===== src/rtl/pipe_stage_reg.sv =====
// Generic pipeline-stage register between CPU stages. Carries a control
// bundle (masked to zero whenever the stage shows a bubble) and a data bundle,
// with valid/ready flow control, stall hold, flush with a discarded-beat
// counter and an optional second (skid) entry that registers in_ready_o.
module pipe_stage_reg #(
  parameter int CTRL_W = 8,
  parameter int DATA_W = 128,
  parameter int SKID   = 1,
  parameter int CNT_W  = 8
) (
  input  logic              clk_i,
  input  logic              rst_i,
  input  logic              in_valid_i,
  output logic              in_ready_o,
  input  logic [CTRL_W-1:0] in_ctrl_i,
  input  logic [DATA_W-1:0] in_data_i,
  output logic              out_valid_o,
  input  logic              out_ready_i,
  output logic [CTRL_W-1:0] out_ctrl_o,
  output logic [DATA_W-1:0] out_data_o,
  input  logic              stall_i,
  input  logic              flush_i,
  output logic [1:0]        occupancy_o,
  output logic [CNT_W-1:0]  flush_cnt_o
);

  // Head entry M
  logic              m_valid_q, m_valid_d;
  logic [CTRL_W-1:0] m_ctrl_q,  m_ctrl_d;
  logic [DATA_W-1:0] m_data_q,  m_data_d;
  // Skid entry S (held at zero when SKID=0)
  logic              s_valid_q, s_valid_d;
  logic [CTRL_W-1:0] s_ctrl_q,  s_ctrl_d;
  logic [DATA_W-1:0] s_data_q,  s_data_d;
  // Saturating discarded-beat counter
  logic [CNT_W-1:0]  flush_cnt_q, flush_cnt_d;

  logic              accept;
  logic              emit;
  logic [1:0]        drop_cnt;
  logic [CNT_W+1:0]  flush_sum;

  // Head entry drives the downstream side; a stall hides it completely.
  always_comb begin
    out_valid_o = m_valid_q & ~stall_i;
    out_ctrl_o  = out_valid_o ? m_ctrl_q : '0;
    out_data_o  = m_data_q;
    occupancy_o = {1'b0, m_valid_q} + {1'b0, s_valid_q};
    flush_cnt_o = flush_cnt_q;
  end

  if (SKID != 0) begin : g_skid_ready
    // Ready depends only on the registered skid state, never on out_ready_i.
    assign in_ready_o = rst_i & ~stall_i & ~s_valid_q;
  end else begin : g_comb_ready
    // Single entry: free now, or about to be freed by this cycle's emit.
    assign in_ready_o = rst_i & ~stall_i & (~m_valid_q | out_ready_i);
  end

  // Handshakes and the number of valid beats a flush this cycle would drop:
  // the head unless it is being emitted, the skid entry, and any new accept.
  always_comb begin
    accept    = in_valid_i & in_ready_o;
    emit      = out_valid_o & out_ready_i;
    drop_cnt  = {1'b0, m_valid_q & ~emit} + {1'b0, s_valid_q} + {1'b0, accept};
    flush_sum = {2'b00, flush_cnt_q} + {{CNT_W{1'b0}}, drop_cnt};
  end

  // Next-state: flush beats stall beats normal flow.
  always_comb begin
    m_valid_d   = m_valid_q;
    m_ctrl_d    = m_ctrl_q;
    m_data_d    = m_data_q;
    s_valid_d   = s_valid_q;
    s_ctrl_d    = s_ctrl_q;
    s_data_d    = s_data_q;
    flush_cnt_d = flush_cnt_q;

    if (flush_i) begin
      // Contents are only invalidated; payload registers keep their values.
      m_valid_d = 1'b0;
      s_valid_d = 1'b0;
      if (flush_sum > {2'b00, {CNT_W{1'b1}}}) begin
        flush_cnt_d = {CNT_W{1'b1}};
      end else begin
        flush_cnt_d = flush_sum[CNT_W-1:0];
      end
    end else if (!stall_i) begin
      if (SKID != 0) begin
        if (emit) begin
          if (s_valid_q) begin
            // Skid entry moves up; new beat (if any) takes its place.
            m_valid_d = 1'b1;
            m_ctrl_d  = s_ctrl_q;
            m_data_d  = s_data_q;
            s_valid_d = accept;
            if (accept) begin
              s_ctrl_d = in_ctrl_i;
              s_data_d = in_data_i;
            end
          end else begin
            m_valid_d = accept;
            if (accept) begin
              m_ctrl_d = in_ctrl_i;
              m_data_d = in_data_i;
            end
          end
        end else if (accept) begin
          // No emit: fill the head first, the skid entry second.
          if (!m_valid_q) begin
            m_valid_d = 1'b1;
            m_ctrl_d  = in_ctrl_i;
            m_data_d  = in_data_i;
          end else begin
            s_valid_d = 1'b1;
            s_ctrl_d  = in_ctrl_i;
            s_data_d  = in_data_i;
          end
        end
      end else begin
        if (accept) begin
          m_valid_d = 1'b1;
          m_ctrl_d  = in_ctrl_i;
          m_data_d  = in_data_i;
        end else if (emit) begin
          m_valid_d = 1'b0;
        end
      end
    end
  end

  // State registers with synchronous active-low reset.
  always_ff @(posedge clk_i) begin
    if (!rst_i) begin
      m_valid_q   <= 1'b0;
      m_ctrl_q    <= '0;
      m_data_q    <= '0;
      s_valid_q   <= 1'b0;
      s_ctrl_q    <= '0;
      s_data_q    <= '0;
      flush_cnt_q <= '0;
    end else begin
      m_valid_q   <= m_valid_d;
      m_ctrl_q    <= m_ctrl_d;
      m_data_q    <= m_data_d;
      s_valid_q   <= s_valid_d;
      s_ctrl_q    <= s_ctrl_d;
      s_data_q    <= s_data_d;
      flush_cnt_q <= flush_cnt_d;
    end
  end

endmodule


===== config.mk =====
export PLATFORM = sky130hd
export DESIGN_NAME = pipe_stage_reg
export DESIGN_NICKNAME = d
export VERILOG_FILES = /design/src/rtl/pipe_stage_reg.sv
export SDC_FILE = /design/constraint.sdc
export NUM_CORES = 1
export LEC_CHECK = 0
export BUFFER_PORTS_ARGS = -buffer_cell sky130_fd_sc_hd__buf_4
export CAP_MARGIN = 20
export CORE_MARGIN = 2
export CORE_UTILIZATION = 29
export DETAILED_ROUTE_END_ITERATION = 8
export PLACE_DENSITY = 0.58
export SLEW_MARGIN = 20
export SYNTH_ARGS = -nofsm -noshare
export SYNTH_HDL_FRONTEND = slang
export SYNTH_SLANG_ARGS = --single-unit

===== constraint.sdc =====
create_clock -name clk_i -period 3.45 [get_ports clk_i]
set_input_delay 0.69 -clock clk_i [delete_from_list [all_inputs] [get_ports clk_i]]
set_output_delay 0.69 -clock clk_i [all_outputs]
set_load 0.05 [all_outputs]

Word-level counts from Yosys, hierarchy flattened
Index checks and enable logic that the tools add are counted.
{ "word_totals": {"regBits": 282, "latchBits": 0, "ramBits": 0, "mem_bits_ro": 0, "inputBits": 142, "out_inout_bits": 148, "mem_count": 0} }
{ "op_classes": {"addsub": 4, "n_mul": 0, "div_mod_pow": 0, "n_lt_le_gt_ge": 1, "n_eq_ne": 2, "shifts": 0, "n_mux": 27, "bitwise": 11, "reduce_logical": 8} }
{ "op_table": {"columns": ["op", "n"], "rows": [
  ["$mux W128", 9],
  ["$mux W8", 11],
  ["$reduce_and A5 Y1", 2],
  ["$add A8 B2 Y9", 1],
  ["$gt A9 B8 Y1 const B", 1],
  ["$mux W1", 7],
  ["$and A1 B1 Y1", 6],
  ["$reduce_bool A2 Y1", 3],
  ["$not A1 Y1", 5],
  ["$add A1 B1 Y2", 2],
  ["$reduce_and A3 Y1", 1],
  ["$add A2 B1 Y2", 1],
  ["$ne A2 B1 Y1 const B", 1],
  ["$ne A2 B2 Y1 const B", 1],
  ["$reduce_and A2 Y1", 1],
  ["$reduce_or A2 Y1", 1]
]} }

Logic depth before layout (Yosys ltp)
Gate-level depths: netlist of run 1.
{ "logic_depth": {"ltp_word": 10, "depth_mapped": 11, "mapped_depth_nobuf": 10} }

Least setup slack after synthesis of run 1
No wires, ideal clock.
{ "synth_timing": {"path_kind": "input -> output", "from": "input port rst_i", "to": "output port in_ready_o", "arrival_time_ns": 2.538, "t_required_ns": 2.760, "path_slack_ns": 0.222, "cell_stages": 6, "n_path_buf": 4, "path_cell_list": "buf_2 > inv_2 > clkbuf_1 > buf_2 > clkbuf_1 > nor3_1"} }
{ "synth_between": {"elab_chain_len": 2} }
{ "synth_lines": {"columns": ["item", "line", "source"], "rows": [
  ["from (decl)", "12", "input logic rst_i,"],
  ["$and A1 B1 Y1 (2 in series)", "54", "assign in_ready_o = rst_i & ~stall_i & ~s_valid_q;"],
  ["to (decl)", "14", "output logic in_ready_o,"]
]} }
No other way between the ends.

Worst setup path in the final report of run 1
{ "layout_timing": {"from": "register m_valid_q", "to": "register flush_cnt_q[7], in the netlist flush_cnt_o[7]"} }
{ "layout_between": {"elab_chain_len": 9} }
{ "layout_lines": {"columns": ["item", "line", "source"], "rows": [
  ["from (decl)", "28", "logic m_valid_q, m_valid_d;"],
  ["from (signal assigned)", "143", "m_valid_q <= m_valid_d;"],
  ["$and A1 B1 Y1", "45", "out_valid_o = m_valid_q & ~stall_i;"],
  ["$and A1 B1 Y1", "64", "emit = out_valid_o & out_ready_i;"],
  ["$not A1 Y1", "65", "drop_cnt = {1'b0, m_valid_q & ~emit} + {1'b0, s_valid_q} + {1'b0, accept};"],
  ["$and A1 B1 Y1 *", "65", null],
  ["$add A1 B1 Y2 *", "65", null],
  ["$add A2 B1 Y2 *", "65", null],
  ["$add A8 B2 Y9 *", "66", "flush_sum = {2'b00, flush_cnt_q} + {{CNT_W{1'b0}}, drop_cnt};"],
  ["$gt A9 B8 Y1", "83", "if (flush_sum > {2'b00, {CNT_W{1'b1}}}) begin"],
  ["$mux W8 *", "83", null],
  ["to (signal assigned)", "149", "flush_cnt_q <= flush_cnt_d;"],
  ["to (decl)", "36", "logic [CNT_W-1:0] flush_cnt_q, flush_cnt_d;"]
]} }
Every way passes the cells marked *; elsewhere a longest branch is shown, timed or not.
A chain may end at the register's enable or synchronous reset.

==> results of run 1 <==
==> flip-flops by register name, summed over array words and instances, names as in the netlist <==
name,count
s_data_q,128
m_valid_q,1
s_ctrl_q,8
s_valid_q,1
flush_cnt_o,8
m_ctrl_q,8
out_data_o,128
==> path summary, 6_finish.rpt <==
kind / start / depth (start not counted) / end / slack (ns)
max: m_valid_q / 9 / flush_cnt_o[7] / 0.61
min: out_ready_i / 2 / s_valid_q / 0.37
max reg2reg: m_valid_q / 9 / flush_cnt_o[7] / 0.61
min reg2reg: s_data_q[122] / 2 / s_data_q[122] / 0.45
==> worst reg2reg max path, stage by stage, from the launching register on <==
cell and delay (ns):
dfxtp_1 0.57, o21ai_0 0.20, fa_1 0.51, inv_1 0.04
ha_1 0.19, inv_1 0.08, fa_1 0.22, and3b_1 0.26
or3_1 0.36, o311a_1 0.28
==> metrics by stage <==
stage          setup WS, ns  hold WS, ns  utilization (%)  power [W]
2_1_floorplan         0.222        0.437                -    0.00376
4_1_cts               0.613        0.327             37.6    0.00778
5_1_grt               0.447        0.354             37.6    0.00796
3_3_place_gp          0.345        0.443             35.1    0.00403
6_report              0.612        0.368             37.6    0.00767
3_5_place_dp          0.326        0.452             35.1    0.00405
==> cell usage in the layout (no fill, tap or decap), drive strengths merged, types with 2 or more instances in the layout <==
master and instances:
and2 9, and4 2, a2111oi 136, o21ai 4, mux2i 272, nand4b 2
nand2 145, o311a 2, inv 145, a21oi 142, clkbuf 53, ha 3
a31oi 2, o31ai 2, clkinv 8, nor2b 2, nor3 139, fa 2
nand4 2, nor2 2, buf 308, dfxtp 282
==> metal layers <==
| layer | wire [µm] | track usage, % | share of wire (%) | vias to the layer above |
|---|---|---|---|---|
| met5 | 10 | 0 | 0.023 | - |
| li1 | - | - | - | 5578 |
| met2 | 20100 | 29.7 | 47 | 313 |
| met3 | 2920 | 5.00 | 6.8 | 63 |
| met4 | 896 | 4.92 | 2.1 | 2 |
| met1 | 18900 | 21.7 | 44 | 5704 |
==> cell type report <==
type,count,area (µm²)
tap,600,751
clock inverter,10,82.6
timing repair buffer,308,2440
inverter,144,543
multi-input combinational,882,6550
clock buffer,53,1070
antenna,1,2.50
sequential,282,5650
fill,4560,28300
==> cell usage after synthesis, types with 3 or more instances <==
master / instances
dfxtp_1: 282
o21ai_0: 4
a21oi_1: 142
mux2i_1: 272
a2111oi_0: 96
nand2_1: 145
clkbuf_1: 84
nor3_1: 139
buf_2: 44
buf_4: 9
a2111oi_2: 40
and2_1: 9
inv_1: 143
ha_1: 3
==> power groups by stage <==
stage | clock, W | combinational [W] | sequential [W]
floorplan | 0 | 0.000312 | 0.00345
global placement | 0 | 0.000658 | 0.00338
detailed placement | 0 | 0.000672 | 0.00338
CTS | 0.00380 | 0.000674 | 0.00331
global route | 0.00392 | 0.000728 | 0.00331
finish | 0.00370 | 0.000668 | 0.00331
==> cells by family (layout without fill, tap and decap cells) <==
group | Yosys count | count (layout) | synth area share (%)
multiplexers | 272 | 272 | 20.4
AND/OR/NAND/NOR | 310 | 310 | 10.6
buffers and inverters | 286 | 515 | 8.85
adder cells (fa/ha/maj) | 5 | 5 | 0.582
other | 0 | 1 | 0
AO/OA/AOI/OAI | 295 | 295 | 17.1
flip-flops | 282 | 282 | 42.4
==> impl_metrics.ini, run 1 <==
[pwr]
p_sw_w = 0.00191
leakagePower_nw = 8.63
intPower_w = 0.00576
comb_power_share_pct = 8.7
switching_share_pct = 24.9
pwr-share-seq_pct = 43.1
ir_worst_vdd_mv = 0.331
pwr-share-clk_pct = 48.2
power.density_mw_per_mm2 = 449

[grt]
grt_pass1_vias = 11900
grt_max_degree = 140
grt_usage_pct = 17.6
antenna_found_initial = 2
grt_pass1_wl_um = 66600
grt.overflow.total = 0

[routing]
finalWirelength_um = 42900
ant_nets = 0
drtIter0Drc = 560
first_pass_iters = 5
vias_per_cell = 5.11
via_count = 11700
avgRoutedWirePerCell_um = 18.8
route.detailed.drc = 0

[synth]
synth_area_leaders = dfxtp_1 42%, mux2i_1 20%, a2111oi_0 6.3%
synth_area_per_cell_um2 = 9.19
netlist_area_mm2 = 0.0133
synth_seq_area_share_pct = 42.4
synthCells = 1450
synth-edff-count = 0
synth.distinct_cells = 41
ys_warn_count = 0
mappedNetlistNets = 1597
synth_top_area_share_pct = 42.4
ys_async_sr_fraction_pct = 0
ys_seq_elements = 282
synth_ff_type = dfxtp_1
synth_top_area_cell = dfxtp_1

[placed_design]
gp_congestion = 0.741
placed_area_mm2 = 0.0159
dpl.cell_count = 2216
io_buffers = 289
hpwl_um = 24100

[die]
ioPinCount = 290
dieArea_mm2 = 0.0477
initial_core_util_pct = 29.3
core_area_mm2 = 0.0454
die_width_um = 218
fp-row-count = 78
die_h_um = 218

[run_status]
outcome = finished, final reports clean

[timing]
finalSetupTns_ns = 0
clock_skew_ns = 0.0118
rsz0062_at_grt = false
fmaxAchievable_mhz = 352
period_minus_slack_ns = 2.84
worst_pin_slew_ns = 1.03
slew_viol_final = 0
setup_viol = 0
relSlewSlack_pct = 31.6
post-route-period-util_pct = 82.2
finalHoldViolations = 0

[clocking]
cts_buffers = 35
cts_tree = built
cts_resized = 0
clk_pin_slew_worst_paths_ns = 0.06
cts_max_level = 2
clk_latency_ns = 0.53
cts_setup_buffers = 0
ctsLongestPathBuffers = 3
clockRootBuffer = clkbuf_16
cts.sinks = 282
hold_buffers = 0

[run]
maxCapViolations = 0

[worst_setup_path]
crit_required_ns = 3.86
critPathMaxStageDelay_ns = 0.57
worstPathCellList = o21ai_0 > fa_1 > inv_1 > ha_1 > inv_1 > fa_1 > and3b_1 > or3_1 > o311a_1
crit_buf_inv = 2
slowest_stage = dfxtp_1
worstSetupPathType = register to register
cp-start-kind = register
crit_arrival_ns = 3.25
crit_path_end_kind = register
crit_family = adder cells
cp_max_fo = 9

[final_layout]
area_growth_pct = 28.2
fin_nets = 1800
final_area_mm2 = 0.0171
drive_gt1_share_pct = 24.4
fin_cells = 2280

[hold_path]
hp-class = primary input to register
Power figures use the tool's default switching activity.
==> run 2: changes to the inputs <==
- clock period: 3.45 -> 3 ns (I/O delays scaled with it)
==> run 2 against run 1 <==
Core utilization rose by 0.58 points. Total power rose by 15%. Sequential share of layout area fell by 0.50 points. Count of clock-buffer cells in the layout fell by 5. Critical endpoint unchanged. Largest cell class unchanged. Highest routed layer is now met4.
==> impl_metrics.ini, run 2 (synthesis results as in run 1) <==
[run_status]
outcome = finished, final reports clean

[worst_setup_path]
startpoint = flush_cnt_o[0]
worstPathCellList = inv_1 > fa_1 > inv_1 > ha_1 > inv_1 > fa_1 > and3b_1 > or3_1 > o311a_1
worstSetupPathType = register to register
crit_path_end_kind = register
crit_buf_inv = 3
slowest_stage = fa_1
crit_family = adder cells
crit_arrival_ns = 2.92
cp_max_fo = 7
crit_top_cell = inv_1
r2r-start = flush_cnt_o[0]
crit_required_ns = 3.42
cp-start-kind = register
critPathMaxStageDelay_ns = 0.54

[clocking]
clockRootBuffer = clkbuf_16
ctsLongestPathBuffers = 3
hold_buffers = 0
cts_tree = built
cts.sinks = 282
clk_latency_ns = 0.53
clk_pin_slew_worst_paths_ns = 0.06
cts_setup_buffers = 0
cts_buffers = 35
cts_max_level = 2
cts_resized = 0

[pwr]
switching_share_pct = 24.5
power.density_mw_per_mm2 = 507
pwr-share-seq_pct = 43.2
p_sw_w = 0.00215
intPower_w = 0.00664
leakagePower_nw = 8.77
comb_power_share_pct = 8.9
ir_worst_vdd_mv = 0.370
pwr-share-clk_pct = 47.9

[hold_path]
hp-start = out_ready_i
hp-class = primary input to register

[placed_design]
dp_slack_ns = 0.112
io_buffers = 289
hpwl_um = 25900
gp_congestion = 0.757

[final_layout]
final_common_cell = buf_4
fillCellCount = 4541
final_cell_mix = 311 x buf_4, 282 x dfxtp_1, 272 x mux2i_1
drive_gt1_share_pct = 25.4
area_growth_pct = 30.2
fin_nets = 1822

[routing]
first_pass_iters = 5
avgRoutedWirePerCell_um = 18.4
vias_per_cell = 5.07
ant_nets = 0
via_count = 11600
finalWirelength_um = 42300
route.detailed.drc = 0
drtIter0Drc = 534

[timing]
worst_pin_slew_ns = 0.827
timing.final.ws_setup_ns = 0.500
period_minus_slack_ns = 2.50
post-route-period-util_pct = 83.3
finalSetupTns_ns = 0
slew_viol_final = 0
setup_viol = 0
finalHoldViolations = 0
relSlewSlack_pct = 44.9
clock_skew_ns = 0.0147
fmaxAchievable_mhz = 400
rsz0062_at_grt = false

[grt]
grt_max_degree = 150
antenna_found_initial = 1
grt_usage_pct = 17.4
grt.overflow.total = 0
grt_pass1_wl_um = 66100
grt_pass1_vias = 11800

[die]
ioPinCount = 290
die_h_um = 218
core_area_mm2 = 0.0454
initial_core_util_pct = 29.3
fp-row-count = 78
dieArea_mm2 = 0.0477
die_width_um = 218

[run]
maxCapViolations = 0
-- run 2: changes by cell type in the layout (fill, tap and decap cells not counted) --
cell,delta
buf_12,+9
inv_6,-1
buf_4,+13
bufinv_16,+1
nor3_1,-1
clkbuf_1,-3
clkinv_4,-1
nor3_2,+1
clkbuf_8,-2
clkinv_2,+1
-- run 2: area by class of cell --
class	instances	area, µm²	area share [%]
Timing Repair Buffer	330	2720	15.7
Tap cell	600	751	4.33
Antenna cell	1	2.50	0.0144
Clock inverter	10	100	0.577
Multi-Input combinational cell	882	6560	37.8
Sequential cell	282	5650	32.6
Clock buffer	48	1030	5.92
Inverter	144	543	3.13
-- run 2: final timing paths --
kind	end	slack, ns	cells after the start
setup / recovery	flush_cnt_o[7]	0.50	9
hold / removal	s_valid_q	0.27	2
setup reg to reg	flush_cnt_o[7]	0.50	9
hold reg to reg	s_data_q[124]	0.46	2
-- run 2: power groups by stage --
stage / Sequential [W] / Combinational (W) / Clock (W)
after floorplan: 0.00396 / 0.000359 / 0
after global placement: 0.00388 / 0.000774 / 0
after detailed placement: 0.00388 / 0.000789 / 0
after CTS: 0.00380 / 0.000791 / 0.00436
after global routing: 0.00380 / 0.000853 / 0.00448
final: 0.00380 / 0.000783 / 0.00421
-- run 2: metal layers --
metal | vias up | global-route usage [%] | wire length (µm)
met1 | 5660 | 21.1 | 18500
met2 | 298 | 29.6 | 20000
met4 | 0 | 5.94 | 1020
met5 | - | 0 | 0
li1 | 5626 | - | -
met3 | 57 | 4.73 | 2750
-- run 2: stage by stage --
| step | utilization [%] | std cells | hold slack (ns) | area, µm² | power (W) |
|---|---|---|---|---|---|
| final | 38.2 | 2297 | 0.271 | 17300 | 0.00880 |
| after global routing | 38.2 | 2296 | 0.251 | 17300 | 0.00914 |
| after CTS | 38.2 | 2296 | 0.234 | 17300 | 0.00895 |
| after detailed placement | 35.7 | 2238 | 0.451 | 16200 | 0.00467 |
| after global placement | 35.7 | 2238 | 0.443 | 16200 | 0.00466 |
| after floorplan | - | 1450 | 0.437 | 13300 | 0.00432 |
==> run 3: changes to the inputs <==
- clock period: 3 -> 2.54 ns (I/O delays scaled with it)
==> run 3 against run 2 <==
Via count up 0.37%. Non-clock buffer count grew 5. Largest cell class unchanged. Core utilization rose by 0.16 points. Global-route usage increased by 0.47 points. Critical path type is now register to output port.
==> impl_metrics.ini, run 3 (synthesis results as in run 1) <==
[run_status]
outcome = finished, final reports clean

[clocking]
ctsLongestPathBuffers = 3
clockRootBuffer = clkbuf_16
hold_buffers = 0
clk_pin_slew_worst_paths_ns = 0.06
cts_tree = built
cts_max_level = 2
cts.sinks = 282
clk_latency_ns = 0.54
cts_buffers = 36

[run]
maxCapViolations = 0

[routing]
vias_per_cell = 5.08
via_count = 11700
first_pass_iters = 5
avgRoutedWirePerCell_um = 18.9
finalWirelength_um = 43500
route.detailed.drc = 0
ant_nets = 0
drtIter0Drc = 755

[timing]
fmaxAchievable_mhz = 423
clock_skew_ns = 0.0240
worst_hold_slack_ns = 0.213
slew_viol_final = 0
timing.final.ws_setup_ns = 0.178
setup_viol = 0
post-route-period-util_pct = 93.0
finalHoldViolations = 0
worst_pin_slew_ns = 0.784
relSlewSlack_pct = 47.8
period_minus_slack_ns = 2.36
rsz0062_at_grt = false

[final_layout]
fin_nets = 1828
area_growth_pct = 30.7
antenna_cells = 0
final_cell_mix = 314 x buf_4, 281 x dfxtp_1, 272 x mux2i_1
final_common_cell = buf_4
fin_cells = 2302
drive_gt1_share_pct = 25.8

[die]
dieArea_mm2 = 0.0477
core_area_mm2 = 0.0454
ioPinCount = 290
die_h_um = 218
fp-row-count = 78
initial_core_util_pct = 29.3
die_width_um = 218

[grt]
grt_pass1_wl_um = 67800
grt_usage_pct = 17.9
grt.overflow.total = 0
grt_pass1_vias = 11900
grt_max_degree = 149
antenna_found_initial = 1

[worst_setup_path]
cp-start-kind = register
critPathMaxStageDelay_ns = 0.37
crit_path_end_kind = output port
worstPathCellList = buf_4 > nor2b_1 > buf_4 > and2_1 > buf_4
slowest_stage = dfxtp_1
crit_top_cell = buf_4
crit_required_ns = 2.03
r2r-end = flush_cnt_o[7]
cp_max_fo = 10
regToRegSetupSlack_ns = 0.19
r2r_cells = 9
crit_arrival_ns = 1.85
worstSetupPathType = register to output port
r2r-start = m_valid_q

[placed_design]
hpwl_um = 26500
dpl.cell_count = 2243
io_buffers = 289
gp_congestion = 0.770
dp_slack_ns = -0.0974

[hold_path]
min_to = s_data_q[4]
holdPathStages = 3
hp-start = in_data_i[4]
hp-class = primary input to register

[pwr]
leakagePower_nw = 8.79
power.density_mw_per_mm2 = 599
power_w = 0.0104
ir_worst_vdd_mv = 0.461
## run 3: changes by cell type in the layout (fill, tap and decap cells not counted), sizes merged
cell,previous run,this run
buf,330,335
clkbuf,48,51
clkinv,8,1
clkinvlp,0,3
diode,1,0
inv,144,146
## run 3: worst max-delay path, delay by kind of cell (launching register included)
family | cells | cell delay [ns]
simple gates | 2 | 0.33
flops | 1 | 0.37
buf+inv | 3 | 0.61
## run 3: routing by layer
metal	wire length [µm]	part of all wire [%]	global-route usage (%)
met4	782	1.8	5.12
met3	2950	6.8	5.07
met1	19200	44	22.4
met5	16	0.037	0
met2	20600	47	29.9
## run 3: repair_timing
action	4_1_cts	5_1_grt
resized for setup	0	1
setup endpoints to repair	0	4
setup buffers	0	0
## run 3: area by class of cell
| cell class | instances | area (µm²) |
|---|---|---|
| clock inverters | 8 | 105 |
| repair buffers | 335 | 2770 |
| well taps | 600 | 751 |
| multi-input cells | 882 | 6570 |
| fillers | 4493 | 28000 |
| clock buffers | 51 | 1030 |
| inverters | 144 | 546 |
| flip-flops and latches | 282 | 5650 |
## run 3: how the worst max path moves through the flow
| stage | start | to | slack (ns) | depth (start not counted) |
|---|---|---|---|---|
| 4_1_cts | m_valid_q | out_ctrl_o[0] | 0.10 | 5 |
| 5_1_grt | m_valid_q | out_ctrl_o[5] | 0.07 | 5 |
| 6_report | m_valid_q | out_ctrl_o[0] | 0.18 | 5 |
| 3_5_place_dp | out_ready_i | flush_cnt_o[7] | -0.1 | 11 |
| 2_1_floorplan | out_ready_i | flush_cnt_o[7] | 0.003 | 11 |
| 3_3_place_gp | out_ready_i | flush_cnt_o[7] | -0.06 | 11 |
## run 3: per-stage QoR
| stage | util [%] | TNS [ns] | area [µm²] |
|---|---|---|---|
| after detailed placement | 35.9 | -1.41 | 16300 |
| after global routing | 38.4 | 0 | 17400 |
| after CTS | 38.4 | 0 | 17400 |
| after global placement | 35.9 | -0.115 | 16300 |
| after floorplan | - | 0 | 13300 |
| final | 38.4 | 0 | 17400 |
## run 3: where the power goes
part / switching (W) / total (W) / internal [W]
Clock: 0.00199 / 0.00501 / 0.00301
Combinational: 0.000557 / 0.000931 / 0.000374
Sequential: 0.0000291 / 0.00449 / 0.00446
Total: 0.00258 / 0.0104 / 0.00785
